==> src/rtl/nanorisc_trace_monitor.sv <==
// nanorisc_trace_monitor: captures {cycle, pc, instruction} per RUN cycle into a FIFO trace buffer
module nanorisc_trace_monitor #(
  parameter int ADDR_WIDTH = 8,
  parameter int INSTR_WIDTH = 8,
  parameter int CNT_WIDTH = 16,
  parameter int DEPTH = 16,
  parameter int MAX_CYCLES = 70,
  parameter int WRAP_MODE = 0,
  localparam int AW = $clog2(DEPTH),
  localparam int EW = CNT_WIDTH + ADDR_WIDTH + INSTR_WIDTH
) (
  input  logic                   clock,
  input  logic                   reset,
  input  logic                   start,
  input  logic                   clear,
  input  logic [ADDR_WIDTH-1:0]  pc,
  input  logic [INSTR_WIDTH-1:0] instruction,
  input  logic                   bp_enable,
  input  logic [ADDR_WIDTH-1:0]  bp_addr,
  input  logic                   rd_req,
  output logic                   rd_valid,
  output logic [EW-1:0]          rd_data,
  output logic [CNT_WIDTH-1:0]   cycle_count,
  output logic [AW:0]            level,
  output logic                   running,
  output logic                   halted,
  output logic                   overflow
);
  typedef enum logic [1:0] {IDLE, RUN, HALTED} state_t;
  state_t state, state_next;
  logic [EW-1:0] mem [DEPTH];
  logic [AW-1:0] wr_ptr, rd_ptr;
  logic push, pop, full, stop, wr_en, drop_oldest;
  assign full = level == (AW+1)'(DEPTH);
  assign push = state == RUN && !clear;
  assign pop = rd_req && level != '0 && !clear;
  assign stop = cycle_count == CNT_WIDTH'(MAX_CYCLES) || (bp_enable && pc == bp_addr);
  assign drop_oldest = push && full && !pop && WRAP_MODE != 0;
  assign wr_en = push && (!full || pop || WRAP_MODE != 0);
  assign running = state == RUN;
  assign halted = state == HALTED;
  // Next state: clear always wins, start only matters in IDLE, halt on limit or breakpoint
  always_comb begin
    state_next = clear ? IDLE
               : (state == IDLE && start) ? RUN
               : (state == RUN && stop) ? HALTED
               : state;
  end
  // State register
  always_ff @(posedge clock or posedge reset) begin
    if (reset) state <= IDLE;
    else state <= state_next;
  end
  // Trace storage; contents need no reset because level gates every read
  always_ff @(posedge clock) begin
    if (wr_en) mem[wr_ptr] <= {cycle_count, pc, instruction};
  end
  // Pointers, occupancy, cycle counter, sticky overflow and read port
  always_ff @(posedge clock or posedge reset) begin
    if (reset) begin
      wr_ptr <= '0;
      rd_ptr <= '0;
      level <= '0;
      cycle_count <= '0;
      overflow <= 1'b0;
      rd_valid <= 1'b0;
      rd_data <= '0;
    end else if (clear) begin
      wr_ptr <= '0;
      rd_ptr <= '0;
      level <= '0;
      cycle_count <= '0;
      overflow <= 1'b0;
      rd_valid <= 1'b0;
    end else begin
      rd_valid <= pop;
      if (pop) rd_data <= mem[rd_ptr];
      if (wr_en) wr_ptr <= wr_ptr + AW'(1);
      if (pop || drop_oldest) rd_ptr <= rd_ptr + AW'(1);
      level <= (push && !pop && !full) ? level + (AW+1)'(1)
             : (pop && !push) ? level - (AW+1)'(1)
             : level;
      overflow <= overflow | (push && full && !pop);
      cycle_count <= (state == IDLE && start) ? CNT_WIDTH'(1)
                   : (state == RUN && !stop) ? cycle_count + CNT_WIDTH'(1)
                   : cycle_count;
    end
  end
endmodule

==> config.mk <==
export PLATFORM = sky130hd
export DESIGN_NAME = nanorisc_trace_monitor
export DESIGN_NICKNAME = d
export VERILOG_FILES = /design/src/rtl/nanorisc_trace_monitor.sv
export SDC_FILE = /design/constraint.sdc
export NUM_CORES = 1
export LEC_CHECK = 0
export BUFFER_PORTS_ARGS = -buffer_cell sky130_fd_sc_hd__buf_4
export CAP_MARGIN = 15
export CORE_AREA = 2 2 348 212
export DETAILED_ROUTE_END_ITERATION = 10
export DIE_AREA = 0 0 350 214
export SYNTH_ARGS = -nofsm -noshare
export SYNTH_HDL_FRONTEND = slang
export SYNTH_SLANG_ARGS = --single-unit
==> constraint.sdc <==
create_clock -name clock -period 7.76 [get_ports clock]
set_input_delay 0 -clock clock [delete_from_list [all_inputs] [get_ports clock]]
set_output_delay 0 -clock clock [all_outputs]
set_load 0.01 [all_outputs]
After elaboration in Yosys (flattened, before gate mapping) --
Memory sizes are Yosys's and may differ from the RTL's. A register that Yosys moved wholly into a read port is not among the register bits. Index checks and enable logic that the tools add are counted.
Operators by class: add/sub/neg operators 5, eq/ne operators 5, mux-type cells 17, bitwise logic cells 2, reduce and logical (&&, ||, !) cells 28
Operators by type and width (count):
- 16-bit two-way mux | 3
- 16-bit by 1-bit adder with 16-bit output, second input constant | 1
- 16-bit by 7-bit == test with 1-bit output, second input constant | 1
- 4-bit two-way mux | 4
- 5-bit two-way mux | 3
- 1-bit logical AND | 13
- 3-bit nonzero test | 3
- 4-bit by 1-bit adder with 4-bit output, second input constant | 2
- 8-bit == test | 1
- 2-bit two-way mux | 3
- 5-bit by 1-bit adder with 5-bit output, second input constant | 1
- 5-bit == test, second input constant | 1
- 1-bit logical NOT | 5
- 5-bit nonzero test | 1
- 5-bit by 1-bit subtractor with 5-bit output, second input constant | 1
- 1-bit two-way mux | 4
- 2-bit nonzero test | 2
- 2-bit by 1-bit == test with 1-bit output, second input constant | 1
- 2-bit == test, second input constant | 1
- 2-bit logical NOT | 1
- 1-bit logical OR | 2
- 2-bit AND reduction | 1
- 1-bit NOT | 1
- 1-bit bitwise OR | 1
Storage, ports and cells: register bits 33, RAM bits 512, output and inout port bits 57, logic and storage cells 65, memories kept 1
Memory list:
- mem | words 16, width 32, rd ports 1, clocked after Yosys merged registers in 1, write ports 1, RTL line 31 | logic [EW-1:0] mem [DEPTH];

Logic depth before layout (Yosys ltp) --
Gate-level depths: netlist of run 1.
depth in word-level cells 8, depth in mapped cells 9, depth with buffers taken out 8

Least setup slack after synthesis of run 1 --
No wires, ideal clock.
path type register to register, start register state[1], end memory mem[0][0] (netlist bit) (enable), setup time 0.501 ns, data arrival time 4.058 ns, slack 3.200 ns, stages on the path, launching flop included 6, path through dfrtp_1 nand2b_1 buf_2 clkinv_2 o311ai_2 nor4_1
Between the ends: word-level cells in the longest chain between the ends 5
RTL lines:
- start, declared | RTL line 30 | state_t state, state_next;
- start signal, assigned | RTL line 52 | else state <= state_next;
- 2-bit by 1-bit == test with 1-bit output
- net running | RTL line 25 | output logic running,
- 1-bit logical AND | RTL line 35 | assign push = state == RUN && !clear;
- 1-bit logical AND | RTL line 39 | assign wr_en = push && (!full || pop || WRAP_MODE != 0);
- 1-bit two-way mux | RTL line 56 | if (wr_en) mem[wr_ptr] <= {cycle_count, pc, instruction};
- 1-bit two-way mux (implied by the code) | RTL line 56
- end, declared | RTL line 31
The timed path passes the listed nets, and every way through them passes these cells.

Final worst setup path of run 1 --
start register level[0], end register rd_data[29] (read register of mem)
Between the ends: word-level cells in the longest chain between the ends 4
RTL lines:
- start, declared | RTL line 24 | output logic [AW:0] level,
- start signal, assigned | RTL line 80 | level <= (push && !pop && !full) ? level + (AW+1)'(1)
- 5-bit nonzero test | RTL line 36 | assign pop = rd_req && level != '0 && !clear;
- 1-bit logical AND (2 in a row) | RTL line 36
- 2-bit AND reduction (no source line)
- end, declared | RTL line 22 | output logic [EW-1:0] rd_data,
No other way between the ends. A chain may end at the register's enable or synchronous reset.

==> results of run 1 <==
registers in the layout, indices dropped and copies added, names as in the netlist, 2 cells and up:
| signal | count |
|---|---|
| cycle_count | 16 |
| rd_ptr | 4 |
| rd_data | 32 |
| state | 2 |
| mem | 512 |
| wr_ptr | 4 |
| level | 5 |
timing repair:
| item | 4_1_cts | 5_1_grt |
|---|---|---|
| hold buffers | 21 | 0 |
| resized for setup | 0 | 0 |
| hold endpoints to repair | 338 | 0 |
kinds of logic after synthesis:
logic type               Yosys count  synth area share (%)
XOR/XNOR                          17                 0.655
buffers and inverters             77                  1.60
AO/OA/AOI/OAI                     84                  3.66
multiplexers                     195                  15.6
adder cells (fa/ha/maj)           12                 0.694
flip-flops                       577                  74.8
AND/OR/NAND/NOR                  131                  2.94
power groups by stage:
stage	Combinational (mW)	Sequential, mW	Clock (mW)
finish	1.32	3.68	2.42
global route	1.44	3.70	2.61
CTS	1.35	3.68	2.48
detailed placement	1.34	3.75	0
global placement	1.32	3.74	0
floorplan	0.956	3.65	0
final cells by class:
cell class                 instances  area, um2
fill                            6495      45100
sequential                       577      17000
multi-input combinational        439       5450
clock buffer                      68       1350
tap                              975       1220
timing repair buffer             130       1040
clock inverter                    23        184
inverter                          18       70.1
tightest hold or removal path, cell delays in order:
cell and delay, ns:
buf_4 0.08, xnor2_1 0.06, nand3_1 0.23, o31a_1 0.23
a31oi_1 0.09, o31a_1 0.10
per-stage QoR:
| step | power, mW | setup slack (ns) | instances | area (um2) |
|---|---|---|---|---|
| floorplan | 4.60 | 3.20 | 1093 | 22700 |
| global placement | 5.06 | 4.49 | 2118 | 24600 |
| detailed placement | 5.09 | 4.44 | 2118 | 24600 |
| CTS | 7.52 | 4.42 | 2230 | 26300 |
| global route | 7.75 | 4.21 | 2230 | 26300 |
| finish | 7.42 | 4.43 | 2230 | 26300 |
worst paths after layout:
check,startpoint,to,slack (ns),cells after the start
worst max register to register,level[0],rd_data[29],4.43,6
worst min-delay path,bp_addr[6],cycle_count[0],0.26,6
worst max-delay path,level[0],rd_data[29],4.43,6
max in group asynchronous,reset,rd_ptr[0],6.64,4
min in group asynchronous,reset,rd_data[1],0.30,4
worst min register to register,rd_data[8],rd_data[8],0.50,2
cell usage in the layout, fill, tap and decap left out, types with 10 or more instances in the layout:
master,netlist,final
dlygate4sd3_1,0,21
dfrtp_1,65,62
buf_4,2,108
inv_1,16,15
o221ai_2,30,30
nor2_1,20,16
clkbuf_16,0,51
clkbuf_1,32,16
ha_1,11,11
nand3_1,10,10
xnor2_1,14,14
a21oi_1,20,20
nand2_1,46,46
clkinv_1,0,13
mux4_2,128,128
edfxtp_1,512,512
mux2i_1,65,65
layer usage:
| layer | wire [um] | GRT usage, % | up-vias |
|---|---|---|---|
| li1 | - | - | 4773 |
| met5 | 0 | 0 | - |
| met1 | 25200 | 21.7 | 5888 |
| met3 | 2860 | 2.31 | 58 |
| met4 | 676 | 2.34 | 0 |
| met2 | 23400 | 20.9 | 333 |
==> out/metrics.cfg, run 1 <==
[placed_design]
dp_hpwl_um = 29000
port_buffers = 86
routabilityCongestion = 0.737

[pwr]
ir_drop_mv = 0.180
p_int_mw = 5.48
p_leak_nw = 8.37
power.share.clock_pct = 32.7
seq_power_share_pct = 49.6
swShare_pct = 26.1
power.switching_mw = 1.94
p_comb_share_pct = 17.8
p_per_area_nw_per_um2 = 282

[drt]
wl_per_cell_um = 23.4
vias = 11052
drcViolationCount = 0
routed_via_density = 4.96
drtAntennaViolNets = 0
totalWireLength_um = 52100
drtIter0Drc = 932
dr.pass1.iters = 4

[critical_path]
cp.required_ns = 8.18
critical_path.endpoint_type = flop
slowest_delay_ns = 0.88
crit_path_cell_trace = or4_4, o21ai_4, nand2b_2, inv_2, nand2_4, o221ai_1
path_buf_inv = 1
path_class = flop to flop
arrival_ns = 3.75
critPathTopFamily = simple AND/OR/NAND/NOR gates
crit_fanout = 33
critPathSlowestCell = nand2b_2
cp-start-kind = flop

[synthesis]
synth_area_leaders = edfxtp_1, mux4_2, dfrtp_1, mux2i_1, o221ai_2
synth_most_common_cell = edfxtp_1
synth_cell_types = 53
synth_seq_area_share_pct = 74.8
synth-async-reset-ratio_pct = 11.3
postSynthCellCount = 1093
yosys_warnings = 0
syn_area_per_cell_um2 = 20.8
netlist.area_leader.share_pct = 67.7
ys_seq_elements = 577
synthTopCellsByCount = edfxtp_1, mux4_2, dfrtp_1, mux2i_1, nand2_1
synth_largest_area_cell = edfxtp_1
synth-edff-count = 512
synth_ff_type = edfxtp_1
synth_nets = 1135
syn_area_um2 = 22700

[timing]
max_freq_mhz = 300
setup-violations-final = 0
relSlewSlack_pct = 22.6
fin_setup_tns_ns = 0
whs_ns = 0.257
hold_viol_final = 0
clock_skew_ns = 0.0109
rsz0062_at_grt = false
min_period_ns = 3.33
worst_slew_pin_slew_ns = 1.16
period_share_pct = 42.9
drv_slew = 0

[cts]
cts_sinks = 577
clockBufferDepth = 3
cts_tree = built
cts_made_buffers = 50
clk_pin_slew_worst_paths_ns = 0.07
insertion_delay_ns = 0.59
cts_htree_levels = 2
cts_root_buf = clkbuf_16
post-cts-setup-buffers = 0

[floorplan]
start_util_pct = 31.8
die_h_um = 214
rows = 76
core_um2 = 71400
fp.dieArea_um2 = 74900
fp.dieW_um = 350
io_pins = 87

[grt]
gr-total-overflow = 0
antenna_found_initial = 0
grt_max_degree = 88
grt_use_total_pct = 14.0
grt_pass1_vias = 11205
grt_pass1_wl_um = 77300

[worst_hold_path]
hp-class = input port to flop

[job]
cap_violations = 0

[run_status]
run_status = finished clean

[cells_and_area]
fin_nets = 1258
drive_above_1_share_pct = 29.1
syn2layout_area_growth_pct = 15.9
n_antenna_cell = 0
postLayoutCoreUtil_pct = 36.9

(Power assumes the default switching activity.)
==> run 2: changes to the inputs <==
ABC_AREA = 1   (was not set)
CORE_AREA = 2 2 357 218   (was 2 2 348 212)
DIE_AREA = 0 0 359 220   (was 0 0 350 214)
clock period = 3.2 ns   (was 7.76 ns; I/O delays follow)
==> run 2 against run 1 <==
Hold slack got worse by 0.18 ns. Synthesized area rose by 5.8%. Sequential power rose by 140%. Worst setup slack got worse by 3.8 ns. Largest power group unchanged. Die area rose by 5.4%. Clock skew rose by 0.0049 ns.
==> out/metrics.cfg, run 2 <==
[job]
cap_violations = 0  ; unchanged

[placed_design]
port_buffers = 86  ; unchanged
routabilityCongestion = 0.802  ; was 0.737
dp_slack_ns = 0.618  ; was 4.44 ns
dp_hpwl_um = 37500  ; was 29000 um
numPlacedInstances = 3133  ; was 2118
postPlaceCellArea_um2 = 26000  ; was 24600 um2

[drt]
totalWireLength_um = 64900  ; was 52100 um
drcViolationCount = 0  ; unchanged
vias = 16187  ; was 11052
drtAntennaViolNets = 0  ; unchanged
wl_per_cell_um = 20.0  ; was 23.4 um
dr.pass1.iters = 5  ; was 4
routed_via_density = 4.99  ; was 4.96
drtIter0Drc = 1748  ; was 932

[floorplan]
core_um2 = 76200  ; was 71400 um2
fp.dieW_um = 359  ; was 350 um
fp.dieArea_um2 = 79000  ; was 74900 um2
die_h_um = 220  ; was 214 um
rows = 79  ; was 76
io_pins = 87  ; unchanged
start_util_pct = 31.6  ; was 31.8%

[timing]
hold_viol_final = 0  ; unchanged
clock_skew_ns = 0.0159  ; was 0.0109 ns
drv_slew = 0  ; unchanged
fin_ws_ns = 0.634  ; was 4.43 ns
rsz0062_at_grt = false  ; unchanged
max_freq_mhz = 390  ; was 300 MHz
worst_slew_pin_slew_ns = 1.06  ; was 1.16 ns
period_share_pct = 80.2  ; was 42.9%
relSlewSlack_pct = 29.1  ; was 22.6%
fin_setup_tns_ns = 0  ; unchanged
setup-violations-final = 0  ; unchanged
min_period_ns = 2.57  ; was 3.33 ns

[cells_and_area]
final_common_cell = nand2_1  ; was edfxtp_1
regMostFlops = mem  ; unchanged
fin_nets = 2235  ; was 1258
largest_reg_flops = 512  ; unchanged
final_area_um2 = 27700  ; was 26300 um2
reg_top3 = mem x512, rd_data x32, cycle_count x16  ; unchanged
syn2layout_area_growth_pct = 15.3  ; was 15.9%
final_cell_mix = nand2_1, edfxtp_1, nand3_1, buf_4, dfrtp_1  ; was edfxtp_1, mux4_2, buf_4, mux2i_1, dfrtp_1
drive_above_1_share_pct = 11.0  ; was 29.1%
n_antenna_cell = 0  ; unchanged
stdcell_count = 3247  ; was 2230

[critical_path]
critPathLaunch = level[0]  ; unchanged
reg2regPathDepth = 9  ; was 6
cp-start-kind = flop  ; unchanged
timing.rr.start = level[0]  ; unchanged
arrival_ns = 2.87  ; was 3.75 ns
crit_fanout = 15  ; was 33
crit_path_end = mem[0][10]  ; was rd_data[29]
critPathSlowestCell = nor2_4  ; was nand2b_2
path_class = flop to flop  ; unchanged
crit_top_cell = nand2_1
critical_path.endpoint_type = flop  ; unchanged
slowest_delay_ns = 0.59  ; was 0.88 ns
reg2reg_setup_slack_ns = 0.63  ; was 4.43 ns
r2r-end = mem[0][10]  ; was rd_data[29]
cp.required_ns = 3.51  ; was 8.18 ns
crit_path_cell_trace = nor2_1, nand4_2, nand2_4, nand2_1, nand2_1, inv_1, nand2_1, nor2_4, buf_4  ; was or4_4, o21ai_4, nand2b_2, inv_2, nand2_4, o221ai_1

[synthesis]
synth_seq_area_share_pct = 70.7  ; was 74.8%
syn_area_per_cell_um2 = 11.4  ; was 20.8 um2
synth_nets = 2144  ; was 1135
synth_ff_type = edfxtp_1  ; unchanged
ys_seq_elements = 577  ; unchanged
yosys_warnings = 0  ; unchanged
synth_most_common_cell = nand2_1  ; was edfxtp_1
synth-async-reset-ratio_pct = 11.3  ; unchanged
synthTopCellsByCount = nand2_1, edfxtp_1, nand3_1, dfrtp_1, buf_2  ; was edfxtp_1, mux4_2, dfrtp_1, mux2i_1, nand2_1
synth_area_leaders = edfxtp_1, nand2_1, nand3_1, dfrtp_1, buf_2  ; was edfxtp_1, mux4_2, dfrtp_1, mux2i_1, o221ai_2
synth_cell_types = 41  ; was 53
postSynthCellCount = 2102  ; was 1093
syn_area_um2 = 24000  ; was 22700 um2
synth-edff-count = 512  ; unchanged
netlist.area_leader.share_pct = 63.9  ; was 67.7%
synth_largest_area_cell = edfxtp_1  ; unchanged

[pwr]
p_per_area_nw_per_um2 = 668  ; was 282 nW/um2
ir_drop_mv = 0.451  ; was 0.180 mV
p_leak_nw = 10.3  ; was 8.37 nW

[cts]
clockBufferDepth = 3  ; unchanged
cts_made_buffers = 50  ; unchanged
cts_root_buf = clkbuf_16  ; unchanged
cts_sinks = 577  ; unchanged
cts_htree_levels = 2  ; unchanged
insertion_delay_ns = 0.60  ; was 0.59 ns
cts_resized = 0  ; unchanged
clk_pin_slew_worst_paths_ns = 0.07  ; about the same
cts_tree = built  ; unchanged

[grt]
met1_usage_pct = 23.8  ; was 21.7%
gr-total-overflow = 0  ; unchanged
grt_max_degree = 109  ; was 88
grt_use_total_pct = 16.3  ; was 14.0%
antenna_found_initial = 0  ; unchanged
met3_usage_pct = 3.37  ; was 2.31%
grt-busiest-layer = met2  ; was met1
grt_pass1_wl_um = 98800  ; was 77300 um
grt_pass1_vias = 15740  ; was 11205
globalRouteMet2Util_pct = 24.9  ; was 20.9%

[worst_hold_path]
hold_depth = 8  ; was 6
hp-class = input port to flop  ; unchanged

[run_status]
run_status = finished clean  ; unchanged

-- run 2: cell count changes after synthesis, sizes merged, moves of 37 or more --
cell | before | now
nand2 | 47 | 722
nand3 | 10 | 433
mux4 | 128 | 0
buf | 25 | 94
mux2i | 65 | 0
inv | 17 | 55
nor2 | 21 | 58
-- run 2: per-stage QoR --
| step | hold WS (ns) | util (%) | power (mW) |
|---|---|---|---|
| floorplan | 0.0989 | - | 11.4 |
| global placement | 0.269 | 34.1 | 12.7 |
| detailed placement | 0.268 | 34.1 | 12.8 |
| CTS | 0.0604 | 36.4 | 18.7 |
| global route | 0.0910 | 36.4 | 19.4 |
| finish | 0.0778 | 36.4 | 18.5 |
-- run 2: kinds of logic (layout without fill, tap and decap cells) --
group,count (synthesis),in the layout,share of synthesized area (%)
compound gates,89,89,2.39
xor+xnor,10,10,0.364
fa+ha+maj,12,12,0.656
buf+inv,178,311,3.80
flops,577,577,70.7
simple gates,1236,1236,22.1
-- run 2: worst min-delay path by stage --
stage | startpoint | endpoint | slack, ns
after floorplan | instruction[0] | mem[0][0] | 0.1
after global placement | reset | rd_data[30] | 0.27
after detailed placement | reset | rd_data[30] | 0.27
after CTS | bp_addr[7] | state[1] | 0.06
after global routing | bp_addr[7] | state[1] | 0.09
final | bp_addr[7] | state[1] | 0.08
-- run 2: cell type report --
cell class	instances	area, um2
Fill cell	7401	48500
Sequential cell	577	17000
Multi-Input combinational cell	1347	6250
Timing Repair Buffer	159	1420
Clock buffer	70	1340
Tap cell	1012	1270
Inverter	58	228
Clock inverter	24	213
-- run 2: worst max-delay path, delay by kind of cell (launching register included) --
kind	cells	cell delay (ns)
AND/OR/NAND/NOR	7	1.38
buffers and inverters	2	0.43
flip-flops	1	0.47
-- run 2: per-layer routing --
metal	part of all wire [%]	vias up	wire length, um
li1	-	7508	-
met1	46	7978	30000
met2	44	614	28400
met3	8.0	87	5180
met4	2.1	0	1340
met5	0	-	0
-- run 2: where the power goes --
part	switching (mW)	internal (mW)	total, mW	leakage (nW)
registers	0.297	8.44	8.74	5.47
clock network	2.77	3.18	5.95	0.749
logic	2.48	1.35	3.83	4.11
-- run 2: timing repair --
| item | in CTS | in global routing |
|---|---|---|
| hold buffers | 20 | 0 |
| hold endpoints to repair | 323 | 0 |
| setup buffers | 0 | 0 |
==> run 3: changes to the inputs <==
clock period = 2.1 ns   (was 3.2 ns; I/O delays follow)
==> run 3 against run 2 <==
Fmax up 26%. Critical path depth up 4. Clock skew up 0.014 ns. Sequential power up 51%. Final cell count up 3.3%. Via count up 3.9%. Critical endpoint is now mem[15][5].
==> out/metrics.cfg, run 3 (same netlist as run 2, synthesis figures left out) <==
[drt]
totalWireLength_um = 69200  ; was 64900 um
drtAntennaViolNets = 0  ; unchanged
vias = 16817  ; was 16187
drtIter0Drc = 1838  ; was 1748
drcViolationCount = 0  ; unchanged
dr.pass1.iters = 5  ; unchanged
wl_per_cell_um = 20.6  ; was 20.0 um
routed_via_density = 5.02  ; was 4.99

[cells_and_area]
n_antenna_cell = 0  ; unchanged
syn2layout_area_growth_pct = 21.8  ; was 15.3%
drive_above_1_share_pct = 16.4  ; was 11.0%
fill_cells = 7225  ; was 7401
stdcell_count = 3353  ; was 3247
regMostFlops = mem  ; unchanged
reg_top3 = mem x512, rd_data x32, cycle_count x16  ; unchanged
final_area_um2 = 29300  ; was 27700 um2
final_common_cell = nand2_1  ; unchanged
largest_reg_flops = 512  ; unchanged
fin_nets = 2343  ; was 2235
final_cell_mix = nand2_1, edfxtp_1, nand3_1, buf_4, dfrtp_1  ; unchanged

[cts]
clk_pin_slew_worst_paths_ns = 0.07  ; about the same
cts_root_buf = clkbuf_16  ; unchanged
insertion_delay_ns = 0.61  ; was 0.60 ns
cts_htree_levels = 2  ; unchanged
cts_tree = built  ; unchanged
cts_sinks = 577  ; unchanged
cts_made_buffers = 49  ; was 50
clockBufferDepth = 3  ; unchanged

[floorplan]
fp.dieW_um = 359  ; unchanged
core_um2 = 76200  ; unchanged
io_pins = 87  ; unchanged
rows = 79  ; unchanged
fp.dieArea_um2 = 79000  ; unchanged
start_util_pct = 31.6  ; unchanged
die_h_um = 220  ; unchanged

[job]
cap_violations = 0  ; unchanged

[timing]
max_freq_mhz = 490  ; was 390 MHz
relSlewSlack_pct = 51.1  ; was 29.1%
min_period_ns = 2.04  ; was 2.57 ns
worst_slew_pin_slew_ns = 0.732  ; was 1.06 ns
drv_slew = 0  ; unchanged
setup-violations-final = 0  ; unchanged
clock_skew_ns = 0.0296  ; was 0.0159 ns
hold_viol_final = 0  ; unchanged
rsz0062_at_grt = true  ; was false
period_share_pct = 97.2  ; was 80.2%

[grt]
gr-total-overflow = 0  ; unchanged
grt_max_degree = 74  ; was 109
grt_pass1_vias = 16078  ; was 15740
antenna_found_initial = 1  ; was 0
grt_use_total_pct = 17.4  ; was 16.3%
grt_pass1_wl_um = 104000  ; was 98800 um

[critical_path]
crit_fanout = 8  ; was 15
arrival_ns = 2.35  ; was 2.87 ns
path_class = flop to flop  ; unchanged
cp-start-kind = flop  ; unchanged
crit_path_cell_trace = nor2_4, nand4_1, inv_1, nand2_2, nand2_4, nor2_4, inv_2, buf_4, nor2_4, inv_4, nor2_4, buf_12, buf_12  ; was nor2_1, nand4_2, nand2_4, nand2_1, nand2_1, inv_1, nand2_1, nor2_4, buf_4
critical_path.endpoint_type = flop  ; unchanged
critPathSlowestCell = dfrtp_1  ; was nor2_4
crit_top_cell = nor2_4  ; was nand2_1
cp.required_ns = 2.41  ; was 3.51 ns
slowest_delay_ns = 0.40  ; was 0.59 ns

[placed_design]
routabilityCongestion = 0.819  ; was 0.802
port_buffers = 86  ; unchanged
numPlacedInstances = 3178  ; was 3133
dp_hpwl_um = 39400  ; was 37500 um
postPlaceCellArea_um2 = 26400  ; was 26000 um2

[run_status]
run_status = finished clean  ; unchanged

[pwr]
p_per_area_nw_per_um2 = 982  ; was 668 nW/um2
ir_drop_mv = 0.569  ; was 0.451 mV
p_leak_nw = 11.1  ; was 10.3 nW

[worst_hold_path]
hp-class = input port to async pin  ; was input port to flop

[run 3: cell types whose count changed in the layout (fill, tap and decap cells not counted), moves of 4 or more]
cell / before / now
nand2_1: 718 / 714
clkinv_2: 9 / 16
clkbuf_1: 19 / 10
buf_12: 14 / 57
nor2_4: 17 / 34
buf_4: 125 / 172
inv_2: 4 / 10
clkinv_1: 10 / 5
inv_1: 48 / 41
[run 3: power by group]
group	total, mW	internal, mW	switching [mW]	leakage [nW]
clock	9.13	4.85	4.28	0.774
combinational	6.39	2.43	3.96	4.62
sequential	13.2	12.9	0.371	5.72
[run 3: layout make-up]
| type | instances | area (um2) | share of cell area [%] |
|---|---|---|---|
| inverters | 58 | 230 | 0.786 |
| clock buffers | 63 | 1320 | 4.50 |
| multi-input cells | 1360 | 6500 | 22.2 |
| repair buffers | 255 | 2710 | 9.26 |
| clock inverters | 28 | 253 | 0.863 |
| flip-flops and latches | 577 | 17000 | 58.1 |
| well taps | 1012 | 1270 | 4.32 |
[run 3: through the flow]
step                      total power, mW  setup WS [ns]   TNS, ns  util [%]  hold slack (ns)
after global placement               19.8         -0.341   -108.07      34.7            0.148
after CTS                            28.9       -0.00131  -0.00466      37.8           0.0102
final                                28.8         0.0598         0      38.4           0.0447
after floorplan                      17.4         -0.230    -92.34         -           0.0989
after detailed placement             19.9         -0.390   -127.65      34.7            0.150
after global routing                 30.1        -0.0150    -0.268      38.4           0.0538
[run 3: path summary, 6_finish.rpt]
check	slack, ns	startpoint	depth (start not counted)	endpoint
setup / recovery	0.06	level[3]	13	mem[15][5]
hold / removal	0.04	reset	3	rd_valid
setup reg to reg	0.06	level[3]	13	mem[15][5]
hold reg to reg	0.55	rd_data[29]	1	rd_data[29]
max in group asynchronous	1.41	reset	4	rd_data[6]
min in group clock	0.05	clear	5	cycle_count[3]
[run 3: worst max-delay path, delay by kind of cell (launching register included)]
family	cells	cell delay [ns]
and+or+nand+nor	7	0.76
buffers and inverters	6	0.60
DFF	1	0.40
[run 3: what timing repair did]
item / 4_1_cts / 5_1_grt
pin swaps: 7 / 26
resized for setup: 23 / 15
buffers inserted: 19 / 29
gates cloned: 15 / 0
endpoints found under the setup margin: 446 / 306
hold endpoints to repair: 334 / 0
hold buffers: 23 / 0
[run 3: routing by layer]
metal | up-vias | wire length (um) | GRT usage [%]
li1 | 7740 | - | -
met2 | 683 | 30200 | 26.1
met3 | 57 | 6340 | 3.33
met4 | 0 | 854 | 3.19
met1 | 8337 | 31800 | 26.1
met5 | - | 0 | 0
